**config.mk**
```make
export PLATFORM = sky130hd
export DESIGN_NAME = eci_mob_credit_gate_flat
export DESIGN_NICKNAME = d
export VERILOG_FILES = /design/src/rtl/eci_mob_credit_gate_pkg.sv /design/src/rtl/eci_mob_credit_gate_if.sv /design/src/rtl/eci_mob_credit_gate_credit_counter.sv /design/src/rtl/eci_mob_credit_gate.sv /design/src/flat_wrapper.sv
export SDC_FILE = /design/constraint.sdc
export NUM_CORES = 2
export LEC_CHECK = 0
export BUFFER_PORTS_ARGS = -buffer_cell sky130_fd_sc_hd__buf_4
export CORE_AREA = 2 2 521 523
export CTS_CLUSTER_SIZE = 10
export DETAILED_ROUTE_END_ITERATION = 12
export DIE_AREA = 0 0 523 525
export MAX_ROUTING_LAYER = met4
export PLACE_DENSITY = 0.39
export SLEW_MARGIN = 10
export SYNTH_ARGS = -nofsm -noshare
export SYNTH_HDL_FRONTEND = slang
export SYNTH_SLANG_ARGS = --single-unit
```
**constraint.sdc**
```tcl
create_clock -name clk -period 6.6 [get_ports clk]
set_input_delay 0.66 -clock clk [delete_from_list [all_inputs] [get_ports clk]]
set_output_delay 0.66 -clock clk [all_outputs]
set_load 0.01 [all_outputs]
```
**src/rtl/eci_mob_credit_gate_pkg.sv**
```systemverilog
// Shared constants and types for the ECI MOB credit gate.
package eci_mob_credit_gate_pkg;

    localparam int NUM_VC       = 13;
    localparam int INIT_CREDITS = 8;
    localparam int MAX_CREDITS  = 15;
    localparam int CREDIT_W     = 4;
    localparam int VC_W         = 4;
    localparam int DATA_W       = 64;
    localparam int HI_WORDS     = 9;

    typedef logic [CREDIT_W-1:0] credit_t;
    typedef logic [VC_W-1:0]     vc_t;

    // VC numbers beyond the implemented range are accepted but dropped.
    function automatic logic vc_is_bad(input vc_t vc);
        return vc >= vc_t'(NUM_VC);
    endfunction

endpackage

```
**src/rtl/eci_mob_credit_gate_if.sv**
```systemverilog
// Upstream and link-side handshake bundle. The gate uses the slave view;
// the surrounding environment (upstream source plus link sink) uses master.
interface eci_mob_credit_gate_if;
    import eci_mob_credit_gate_pkg::*;

    logic [DATA_W-1:0] in_lo_data;
    vc_t               in_lo_vc_no;
    logic              in_lo_valid;
    logic              in_lo_ready;

    logic [DATA_W-1:0] in_hi_data [HI_WORDS-1:0];
    vc_t               in_hi_vc_no;
    logic [2:0]        in_hi_size;
    logic              in_hi_valid;
    logic              in_hi_ready;

    logic [DATA_W-1:0] mob_lo_data;
    vc_t               mob_lo_vc_no;
    logic              mob_lo_valid;
    logic              mob_lo_ready;

    logic [DATA_W-1:0] mob_hi_data [HI_WORDS-1:0];
    vc_t               mob_hi_vc_no;
    logic [2:0]        mob_hi_size;
    logic              mob_hi_valid;
    logic              mob_hi_ready;

    modport slave (
        input  in_lo_data, in_lo_vc_no, in_lo_valid,
        output in_lo_ready,
        input  in_hi_data, in_hi_vc_no, in_hi_size, in_hi_valid,
        output in_hi_ready,
        output mob_lo_data, mob_lo_vc_no, mob_lo_valid,
        input  mob_lo_ready,
        output mob_hi_data, mob_hi_vc_no, mob_hi_size, mob_hi_valid,
        input  mob_hi_ready
    );

    modport master (
        output in_lo_data, in_lo_vc_no, in_lo_valid,
        input  in_lo_ready,
        output in_hi_data, in_hi_vc_no, in_hi_size, in_hi_valid,
        input  in_hi_ready,
        input  mob_lo_data, mob_lo_vc_no, mob_lo_valid,
        output mob_lo_ready,
        input  mob_hi_data, mob_hi_vc_no, mob_hi_size, mob_hi_valid,
        output mob_hi_ready
    );

endinterface

```
**src/rtl/eci_mob_credit_gate_credit_counter.sv**
```systemverilog
// One per-VC transmit-credit counter: net up/down update, saturating at the
// ceiling, reloaded to the initial count while init is high.
module eci_credit_counter
    import eci_mob_credit_gate_pkg::*;
(
    input  logic    clk,
    input  logic    reset,
    input  logic    init,
    input  logic    ret,
    input  logic    take_lo,
    input  logic    take_hi,
    output credit_t cnt,
    output logic    nonzero,
    output logic    overflow
);

    localparam int SW = CREDIT_W + 1;

    credit_t         r_cnt;
    logic [SW-1:0]   w_sum;
    logic            w_sat;

    // Takes never exceed the current count (ready is gated on it), so the
    // net sum cannot go negative; only a lone return at the ceiling overflows.
    always_comb begin
        w_sum = {1'b0, r_cnt} + SW'(ret) - SW'(take_lo) - SW'(take_hi);
        w_sat = ret && !take_lo && !take_hi && (r_cnt == credit_t'(MAX_CREDITS));
    end

    // Counter register: reload on reset/link down, hold at the ceiling on overflow.
    always_ff @(posedge clk) begin
        if (reset || init)
            r_cnt <= credit_t'(INIT_CREDITS);
        else if (!w_sat)
            r_cnt <= w_sum[CREDIT_W-1:0];
    end

    assign cnt      = r_cnt;
    assign nonzero  = (r_cnt != '0);
    assign overflow = w_sat && !init && !reset;

endmodule

```
**src/rtl/eci_mob_credit_gate.sv**
```systemverilog
// Credit gate in front of the ECI link MOB inputs: per-VC credit tracking,
// per-channel one-entry output registers, bad-VC drop and sticky errors.
module eci_mob_credit_gate
    import eci_mob_credit_gate_pkg::*;
(
    input  logic              clk,
    input  logic              reset,
    input  logic              link_up,
    input  logic [NUM_VC-1:0] mob_credit_return,
    eci_mob_credit_gate_if.slave bus,
    output logic [NUM_VC-1:0] credit_avail,
    output logic              err_overflow,
    output logic              err_bad_vc
);

    localparam int VC_SPACE = 2 ** VC_W;

    logic                w_init;
    credit_t             w_cnt [NUM_VC];
    logic [NUM_VC-1:0]   w_nonzero, w_last, w_ovf, w_take_lo, w_take_hi;
    logic [VC_SPACE-1:0] w_nz_pad, w_last_pad;
    logic                w_lo_free, w_hi_free, w_lo_bad, w_hi_bad;
    logic                w_lo_ready, w_hi_ready, w_lo_acc, w_hi_acc;
    logic                w_lo_take, w_hi_take;

    logic                r_lo_valid;
    logic [DATA_W-1:0]   r_lo_data;
    vc_t                 r_lo_vc;
    logic                r_hi_valid;
    logic [DATA_W-1:0]   r_hi_data [HI_WORDS-1:0];
    vc_t                 r_hi_vc;
    logic [2:0]          r_hi_size;
    logic                r_err_ovf, r_err_bad;

    assign w_init = reset || !link_up;

    // Padded to the full VC number space so out-of-range VCs index zeros.
    assign w_nz_pad   = VC_SPACE'(w_nonzero);
    assign w_last_pad = VC_SPACE'(w_last);

    // Ready/accept: hi wins the last credit of a VC; lo is masked in that case.
    always_comb begin
        w_lo_free  = !r_lo_valid || bus.mob_lo_ready;
        w_hi_free  = !r_hi_valid || bus.mob_hi_ready;
        w_lo_bad   = vc_is_bad(bus.in_lo_vc_no);
        w_hi_bad   = vc_is_bad(bus.in_hi_vc_no);
        w_hi_ready = link_up && w_hi_free && (w_hi_bad || w_nz_pad[bus.in_hi_vc_no]);
        w_hi_acc   = bus.in_hi_valid && w_hi_ready;
        w_hi_take  = w_hi_acc && !w_hi_bad;
        w_lo_ready = link_up && w_lo_free &&
                     (w_lo_bad || (w_nz_pad[bus.in_lo_vc_no] &&
                      !(w_hi_take && (bus.in_hi_vc_no == bus.in_lo_vc_no) &&
                        w_last_pad[bus.in_lo_vc_no])));
        w_lo_acc   = bus.in_lo_valid && w_lo_ready;
        w_lo_take  = w_lo_acc && !w_lo_bad;
    end

    for (genvar i = 0; i < NUM_VC; i++) begin : g_vc
        assign w_take_lo[i] = w_lo_take && (bus.in_lo_vc_no == vc_t'(i));
        assign w_take_hi[i] = w_hi_take && (bus.in_hi_vc_no == vc_t'(i));
        assign w_last[i]    = (w_cnt[i] == credit_t'(1));

        eci_credit_counter u_cnt (
            .clk      (clk),
            .reset    (reset),
            .init     (w_init),
            .ret      (mob_credit_return[i]),
            .take_lo  (w_take_lo[i]),
            .take_hi  (w_take_hi[i]),
            .cnt      (w_cnt[i]),
            .nonzero  (w_nonzero[i]),
            .overflow (w_ovf[i])
        );
    end

    // Lo output stage: load on accept, drain when the link takes it.
    always_ff @(posedge clk) begin
        if (w_init) begin
            r_lo_valid <= 1'b0;
            r_lo_data  <= '0;
            r_lo_vc    <= '0;
        end else if (w_lo_free) begin
            r_lo_valid <= w_lo_take;
            if (w_lo_take) begin
                r_lo_data <= bus.in_lo_data;
                r_lo_vc   <= bus.in_lo_vc_no;
            end
        end
    end

    // Hi output stage: same as lo, with the multi-word payload and size code.
    always_ff @(posedge clk) begin
        if (w_init) begin
            r_hi_valid <= 1'b0;
            r_hi_data  <= '{default: '0};
            r_hi_vc    <= '0;
            r_hi_size  <= '0;
        end else if (w_hi_free) begin
            r_hi_valid <= w_hi_take;
            if (w_hi_take) begin
                r_hi_data <= bus.in_hi_data;
                r_hi_vc   <= bus.in_hi_vc_no;
                r_hi_size <= bus.in_hi_size;
            end
        end
    end

    // Sticky error flags; only reset clears them, link_up does not.
    always_ff @(posedge clk) begin
        if (reset) begin
            r_err_ovf <= 1'b0;
            r_err_bad <= 1'b0;
        end else begin
            if (|w_ovf)
                r_err_ovf <= 1'b1;
            if ((w_lo_acc && w_lo_bad) || (w_hi_acc && w_hi_bad))
                r_err_bad <= 1'b1;
        end
    end

    assign bus.in_lo_ready  = w_lo_ready;
    assign bus.in_hi_ready  = w_hi_ready;
    assign bus.mob_lo_valid = r_lo_valid;
    assign bus.mob_lo_data  = r_lo_data;
    assign bus.mob_lo_vc_no = r_lo_vc;
    assign bus.mob_hi_valid = r_hi_valid;
    assign bus.mob_hi_data  = r_hi_data;
    assign bus.mob_hi_vc_no = r_hi_vc;
    assign bus.mob_hi_size  = r_hi_size;
    assign credit_avail     = w_nonzero;
    assign err_overflow     = r_err_ovf;
    assign err_bad_vc       = r_err_bad;

endmodule

```
**src/flat_wrapper.sv**
```systemverilog
// flat-port wrapper written by rule: the top's interface ports become plain ports
module eci_mob_credit_gate_flat import eci_mob_credit_gate_pkg::*;
  (clk, reset, link_up, mob_credit_return, credit_avail, err_overflow, err_bad_vc, bus_in_lo_data, bus_in_lo_vc_no, bus_in_lo_valid, bus_in_lo_ready, bus_in_hi_data, bus_in_hi_vc_no, bus_in_hi_size, bus_in_hi_valid, bus_in_hi_ready, bus_mob_lo_data, bus_mob_lo_vc_no, bus_mob_lo_valid, bus_mob_lo_ready, bus_mob_hi_data, bus_mob_hi_vc_no, bus_mob_hi_size, bus_mob_hi_valid, bus_mob_hi_ready);
  eci_mob_credit_gate_if bus_i ();
  input  logic clk;
  input  logic reset;
  input  logic link_up;
  input  logic [NUM_VC-1:0] mob_credit_return;
  output logic [NUM_VC-1:0] credit_avail;
  output logic err_overflow;
  output logic err_bad_vc;
  input wire logic [$bits(bus_i.in_lo_data)-1:0] bus_in_lo_data;
  input wire logic [$bits(bus_i.in_lo_vc_no)-1:0] bus_in_lo_vc_no;
  input wire logic [$bits(bus_i.in_lo_valid)-1:0] bus_in_lo_valid;
  output wire logic [$bits(bus_i.in_lo_ready)-1:0] bus_in_lo_ready;
  input wire logic [$bits(bus_i.in_hi_data)-1:0] bus_in_hi_data;
  input wire logic [$bits(bus_i.in_hi_vc_no)-1:0] bus_in_hi_vc_no;
  input wire logic [$bits(bus_i.in_hi_size)-1:0] bus_in_hi_size;
  input wire logic [$bits(bus_i.in_hi_valid)-1:0] bus_in_hi_valid;
  output wire logic [$bits(bus_i.in_hi_ready)-1:0] bus_in_hi_ready;
  output wire logic [$bits(bus_i.mob_lo_data)-1:0] bus_mob_lo_data;
  output wire logic [$bits(bus_i.mob_lo_vc_no)-1:0] bus_mob_lo_vc_no;
  output wire logic [$bits(bus_i.mob_lo_valid)-1:0] bus_mob_lo_valid;
  input wire logic [$bits(bus_i.mob_lo_ready)-1:0] bus_mob_lo_ready;
  output wire logic [$bits(bus_i.mob_hi_data)-1:0] bus_mob_hi_data;
  output wire logic [$bits(bus_i.mob_hi_vc_no)-1:0] bus_mob_hi_vc_no;
  output wire logic [$bits(bus_i.mob_hi_size)-1:0] bus_mob_hi_size;
  output wire logic [$bits(bus_i.mob_hi_valid)-1:0] bus_mob_hi_valid;
  input wire logic [$bits(bus_i.mob_hi_ready)-1:0] bus_mob_hi_ready;
  assign bus_i.in_lo_data = bus_in_lo_data;
  assign bus_i.in_lo_vc_no = bus_in_lo_vc_no;
  assign bus_i.in_lo_valid = bus_in_lo_valid;
  assign bus_in_lo_ready = bus_i.in_lo_ready;
  assign bus_i.in_hi_data = {>>{bus_in_hi_data}};
  assign bus_i.in_hi_vc_no = bus_in_hi_vc_no;
  assign bus_i.in_hi_size = bus_in_hi_size;
  assign bus_i.in_hi_valid = bus_in_hi_valid;
  assign bus_in_hi_ready = bus_i.in_hi_ready;
  assign bus_mob_lo_data = bus_i.mob_lo_data;
  assign bus_mob_lo_vc_no = bus_i.mob_lo_vc_no;
  assign bus_mob_lo_valid = bus_i.mob_lo_valid;
  assign bus_i.mob_lo_ready = bus_mob_lo_ready;
  assign bus_mob_hi_data = {>>{bus_i.mob_hi_data}};
  assign bus_mob_hi_vc_no = bus_i.mob_hi_vc_no;
  assign bus_mob_hi_size = bus_i.mob_hi_size;
  assign bus_mob_hi_valid = bus_i.mob_hi_valid;
  assign bus_i.mob_hi_ready = bus_mob_hi_ready;
  eci_mob_credit_gate u_core (.clk(clk), .reset(reset), .link_up(link_up), .mob_credit_return(mob_credit_return), .bus(bus_i), .credit_avail(credit_avail), .err_overflow(err_overflow), .err_bad_vc(err_bad_vc));
endmodule
```
# [After elaboration in Yosys (flattened, before gate mapping)]
# Cells that the tools add are included.
[word_totals] reg_bits=707 mem_bits_rw=0 latch_bits=0 elab_cells=293 n_memories=0 romBits=0
[classes] bitwise_logic=0 shift=0 magnitude_cmp=4 n_reduce_logical=163 muxes=6 n_addsub=39 n_eq_ne=51 mul=0 div_mod_pow=0
[op_table] operator="logical AND 1 bit" n=104
[op_table] operator="subtractor 4 x 1 -> 4 bit" n=26
[op_table] operator="== test 4 bit, second input constant" n=23
[op_table] operator="== test 4 x 1 -> 1 bit, second input constant" n=15
[op_table] operator="adder 4 x 1 -> 4 bit" n=13
[op_table] operator="nonzero test 4 bit" n=13
[op_table] operator="logical NOT 1 bit" n=34
[op_table] operator="== test 4 x 3 -> 1 bit, second input constant" n=8
[op_table] operator="== test 4 x 2 -> 1 bit, second input constant" n=4
[op_table] operator="OR reduction 13 bit" n=1
[op_table] operator="binary-select mux 1 bit (select 4 bit)" n=3
[op_table] operator="less-than comparator 4 x 5 -> 1 bit, second input constant" n=2
[op_table] operator="greater-or-equal comparator 4 bit, second input constant" n=2
[op_table] operator="logical NOT 4 bit" n=2
[op_table] operator="logical OR 1 bit" n=7
[op_table] operator="== test 4 bit" n=1
[op_table] operator="AND reduction 2 bit" n=2
[op_table] operator="2-to-1 mux 1 bit" n=3

# [Longest topological paths before layout]
[logic_depth] ltp_word=23 mapped_depth=21 mapped_depth_nobuf=19

# [Modules after synthesis]
# Synthesis repeated with hierarchy kept, for this count alone.
[unflattened] cells_unflattened=3422 hier_area_um2=27687.8
[modules_own_cells] mod="eci_mob_credit_gate" seq_area_each_um2=13112.6 n_inst=1 area_per_inst_um2=23452.5 cells_each=2967
[modules_own_cells] mod="eci_credit_counter at u_core.g_vc[0].u_cnt ..." seq_area_each_um2=80.1 n_inst=12 area_per_inst_um2=325.3 cells_each=35
[modules_own_cells] mod="eci_credit_counter at u_core.g_vc[8].u_cnt" seq_area_each_um2=80.1 n_inst=1 area_per_inst_um2=331.6 cells_each=35

# [Least setup slack after synthesis]
# OpenSTA, ideal clock, no wires.
[synth_path] kind="input to register" from="input bus_in_hi_vc_no[0]" to="register u_core.g_vc[12].u_cnt.r_cnt[3]" t_required_ns=6.470 path_slack_ns=2.493 t_arrival_ns=3.977 stages=19 path_cell_list="buf_2 nor2_4 o2111ai_1 nor3_1 o21ai_2 o21ai_4 or2_2 clkbuf_1 buf_2 nor2_1 fa_1 ha_1 inv_1 ha_1 inv_1 fa_1 xor2_1 mux2i_1 nand2_1"
[synth_between] elab_chain_cells=19 elab_cells_between_ends=27 classes_between="add/sub: 2; order compare: 1; eq/ne: 2; mux: 2; reduce/logical: 20"
[synth_lines] item="from (decl)" line_no="flat_wrapper.sv:17" text="input wire logic [$bits(bus_i.in_hi_vc_no)-1:0] bus_in_hi_vc_no;"
[synth_lines] item="branches (longest 19 deep; another with binary-select mux 1 bit (select 4 bit))"
[synth_lines] item="to (signal assigned)" line_no="eci_mob_credit_gate_credit_counter.sv:33" text="r_cnt <= credit_t'(INIT_CREDITS);"
[synth_lines] item="to (signal assigned)" line_no="eci_mob_credit_gate_credit_counter.sv:35" text="r_cnt <= w_sum[CREDIT_W-1:0];"
[synth_lines] item="to (decl)" line_no="eci_mob_credit_gate_credit_counter.sv:19" text="credit_t r_cnt;"
# Parallel ways; which one is timed is not known. The select of a mux whose other input is x is not followed.
# A chain may end at the register's enable or synchronous reset.

# [Worst setup path after layout]
[layout_path] from="register u_core.g_vc[0].u_cnt.r_cnt[2]" to="register u_core.g_vc[9].u_cnt.r_cnt[3]"
[layout_between] elab_chain_cells=20 elab_cells_between_ends=29 classes_between="add/sub: 2; eq/ne: 1; mux: 6; reduce/logical: 20"
[layout_lines] item="from (decl)" line_no="eci_mob_credit_gate_credit_counter.sv:19"
[layout_lines] item="from (signal assigned)" line_no="eci_mob_credit_gate_credit_counter.sv:33"
[layout_lines] item="from (signal assigned)" line_no="eci_mob_credit_gate_credit_counter.sv:35"
[layout_lines] item="branches (longest 20 deep; another with nonzero test 4 bit)"
[layout_lines] item="to (signal assigned)" line_no="eci_mob_credit_gate_credit_counter.sv:33"
[layout_lines] item="to (signal assigned)" line_no="eci_mob_credit_gate_credit_counter.sv:35"
[layout_lines] item="to (decl)" line_no="eci_mob_credit_gate_credit_counter.sv:19"
# Parallel ways; which one is timed is not known. The select of a mux whose other input is x is not followed.

==> results.tsv <==
stage	metric	value	unit
run_status	status	finished clean	
placement	Port Buffers	1340	
timing	actual slew at the worst max-slew pin	1.013	ns
clock_network	CTS sink count	707	
critical_path	worst reg2reg endpoint	u_core.g_vc[9].u_cnt.cnt[3]	
floorplanning	core area	269300	um^2
critical_path	CP Cell Sequence	inv_1 > ha_1 > or3b_1 > a22o_1 > o21ai_1 > nand4b_1 > nand2b_4 > nor3_1 > fa_1 > inv_1 > ha_1 > ha_1 > fa_1 > xor2_1 > o211ai_1	
clock_network	H-Tree Depth	3	
clock_network	clk root buf	clkbuf_16	
placement	Post-Place Setup Slack	1.764	ns
floorplanning	Rows	191	
synthesis	post-synthesis cell area	27180	um^2
critical_path	Crit path largest cell delay	0.67	ns
critical_path	Worst setup SP type	flip-flop	
min_path	Hold Path Class	in2reg	
power	Power Total	11220	uW
synthesis	post-synth top area share	0.5207	
min_path	Hold Startpoint	bus_in_hi_data[352]	
timing	RSZ-0062 raised after global routing	no	
grt	gr ovfl total	0	
placement	Detailed Place HPWL	180600	um
clock_network	Worst-Skew Late Latency	0.81	ns
synthesis	top cells by count, synth	1,329 x nand2_1, 707 x dfxtp_1, 676 x a21oi_1	
synthesis	commonest register cell after synthesis	dfxtp_1	
timing	Final Cycle Share	0.7285	
synthesis	post-synthesis mux area share	0.003683	
synthesis	xor/xnor share of the synthesized area	0.005478	
floorplanning	die height	525	um
critical_path	Critical Path Fanout Max	30	
critical_path	r2r startpoint	u_core.g_vc[0].u_cnt.cnt[2]	
critical_path	Crit Path Category	reg2reg	
grt	first-pass GRT wire length	282900	um
timing	endpoints failing hold	0	
min_path	hold depth	3	
cells_and_area	final net count	5457	
power	leakage power	0.01776	uW
grt	number of global-route vias before repair	29380	
critical_path	CP arrival	5.43	ns
clock_network	total CTS buffers	104	
placement	routability-driven placement congestion ratio	0.9319	
synthesis	Syn Nets	4192	
cells_and_area	Final Util	0.1667	
synthesis	Synth area leader	dfxtp_1	
min_path	hold worst-path end	u_core.bus.mob_hi_data[352]	
timing	Setup TNS	0	ns
power	Sequential Power Share	0.391	
grt	initial antenna violation count	80	
timing	clk_skew	0.02850	ns
floorplanning	Initial Util	0.1009	
timing	Slew headroom	0.3246	
clock_network	CTS tree	yes	
routing	Vias/cell	3.475	
critical_path	critical path capture point type	flip-flop	
power	clock power share	0.510	
critical_path	Crit path top cell by count	ha_1	
critical_path	slowest cell on the critical path	nand2b_4	
synthesis	sequential area share after synthesis	0.5207	
synthesis	Post-Synth Adder-Cell Area	0.04907	
synthesis	Area contributors post-synth	dfxtp_1 52%, nand2_1 18%, a21oi_1 12%	
power	Internal	8250	uW
critical_path	reg-to-reg slack, setup	1.79	ns
timing	Hold Slack	0.1018	ns
power	sw power	2974	uW
synthesis	Synth Area in Compound Gates	0.1399	
synthesis	most instantiated library cell after synthesis	nand2_1	
synthesis	Mapped Avg Cell Area	7.925	um^2
routing	drt pass-1 iters	5	
floorplanning	die area	274600	um^2
clock_network	Clock Tree Buf Depth	4	
clock_network	clock slew seen by the registers of the worst setup and hold paths	0.07	ns
routing	via count	29050	
cells_and_area	layout cell share with drive strength beyond 1	0.3263	
grt	largest net degree at the start of global routing	166	
routing	drt initial violations	1303	
synthesis	post-synth cell types	70	
synthesis	Post-synth EDFFs	0	
timing	Final setup viols	0	
routing	antenna-violating nets left	0	
synthesis	synthesis-stage register bit count	707	
timing	Slew Viols, Final	0	
clock_network	Setup Buffers After CTS	0	
synthesis	Syn. warnings	0	
grt	GRT Overall Usage	0.1571	
synthesis	largest family of logic cells by synthesized area	simple AND/OR/NAND/NOR gates	
synthesis	fraction of registers with async set/reset	0	
run	MaxCap Viol Count	0	
timing	fmax	208.0	MHz
power	Peak VDD IR	0.2009	mV
power	switching share of power	0.2650	
synthesis	Mapped Cells	3430	
floorplanning	Top Ports	1341	
timing	worst setup margin	1.792	ns
critical_path	FF-to-FF path depth	15	
synthesis	Simple-Gate Fraction of Synth Area	0.2249	
floorplanning	Die Span X	523	um
power	Comb pwr share	0.099	
routing	drt wl/cell	26.06	um
critical_path	CP required	7.22	ns
routing	DRC Markers	0	
timing	fin crit period	4.808	ns
power	Power Density	250.0	nW/um^2
routing	Total Wirelength	217800	um
cells_and_area	synth-to-layout area growth	65.21	%
[cells by family after synthesis]
kind of cell             Yosys count
AO/OA/AOI/OAI                    725
XOR/XNOR                          17
adder cells (fa/ha/maj)           91
buffers and inverters            366
flip-flops                       707
multiplexers                      10
AND/OR/NAND/NOR                 1514
[power by group through the flow]
stage               registers [uW]  logic [uW]  clock network, uW
global placement              4480        1110                  0
floorplan                     4500         370                  0
detailed placement            4490        1120                  0
finish                        4390        1110               5720
global route                  4400        1210               6120
CTS                           4390        1150               5990
[state kept, by name (all words and copies together), names as in the netlist]
signal	flops
u_core.bus.mob_hi_data	576
u_core.bus.mob_lo_data	64
u_core.g_vc.u_cnt.cnt	52
u_core.bus.mob_hi_vc_no	4
u_core.bus.mob_lo_vc_no	4
u_core.bus.mob_hi_size	3
u_core.bus.mob_hi_valid	1
u_core.bus.mob_lo_valid	1
u_core.err_bad_vc	1
u_core.err_overflow	1
[area by class of cell]
| cell class | count | area (um^2) |
|---|---|---|
| inverter | 113 | 424.2 |
| tap | 3570 | 4467 |
| antenna | 25 | 62.56 |
| timing repair buffer | 1412 | 10870 |
| sequential | 707 | 14150 |
| clock inverter | 35 | 425.4 |
| clock buffer | 141 | 2973 |
| multi-input combinational | 2357 | 11530 |
| fill | 30710 | 224400 |
[metrics by stage]
stage | instances | instance area [um^2]
after floorplan | 3430 | 27180
after global placement | 8111 | 40960
after detailed placement | 8111 | 40960
after CTS | 8335 | 44840
after global routing | 8357 | 44900
final | 8360 | 44910
[worst max-delay path by stage]
| stage | slack, ns | cells past startpoint | to | from |
|---|---|---|---|---|
| after floorplan | 2.49 | 19 | u_core.g_vc[12].u_cnt.cnt[3] | bus_in_hi_vc_no[0] |
| after global placement | 1.84 | 14 | u_core.g_vc[9].u_cnt.cnt[3] | bus_in_hi_vc_no[0] |
| after detailed placement | 1.76 | 14 | u_core.g_vc[9].u_cnt.cnt[3] | bus_in_hi_vc_no[0] |
| after CTS | 1.84 | 15 | u_core.g_vc[9].u_cnt.cnt[3] | u_core.g_vc[0].u_cnt.cnt[2] |
| after global routing | 1.56 | 15 | u_core.g_vc[9].u_cnt.cnt[3] | u_core.g_vc[0].u_cnt.cnt[2] |
| final | 1.79 | 15 | u_core.g_vc[9].u_cnt.cnt[3] | u_core.g_vc[0].u_cnt.cnt[2] |
[worst max-delay path, delay by kind of cell (launching register included)]
family	cells	cell delay (ns)
XOR/XNOR	1	0.17
AND/OR/NAND/NOR	4	1.91
adder cells (fa/ha/maj)	5	1.54
buffers and inverters	2	0.16
AO/OA/AOI/OAI	3	0.52
flip-flops	1	0.31
[per-layer routing]
metal	routed length, um	part of all wire	track usage
met1	86490	0.40	0.1741
met2	102600	0.47	0.2561
met3	24270	0.11	0.07355
met4	4447	0.020	0.03248
met5	0	0	-
[cells in the final DEF, fill, tap and decap left out, types with 17 or more instances in the layout]
master	synthesis	layout
a21oi_1	676	676
buf_4	13	1352
clkbuf_16	0	105
clkbuf_8	0	21
clkinv_2	0	17
dfxtp_1	707	707
diode_2	0	25
dlygate4sd3_1	0	48
fa_1	26	26
ha_1	65	65
inv_1	113	113
nand2_1	1329	1329
nand4_1	17	17
nor2_1	61	60
[timing repair]
item | 4_1_cts | 5_1_grt
resized for setup | 0 | 0
hold buffers | 48 | 0
endpoints found under the setup margin | 0 | 0
hold endpoints to repair | 48 | 0
(Power assumes the default switching activity.)
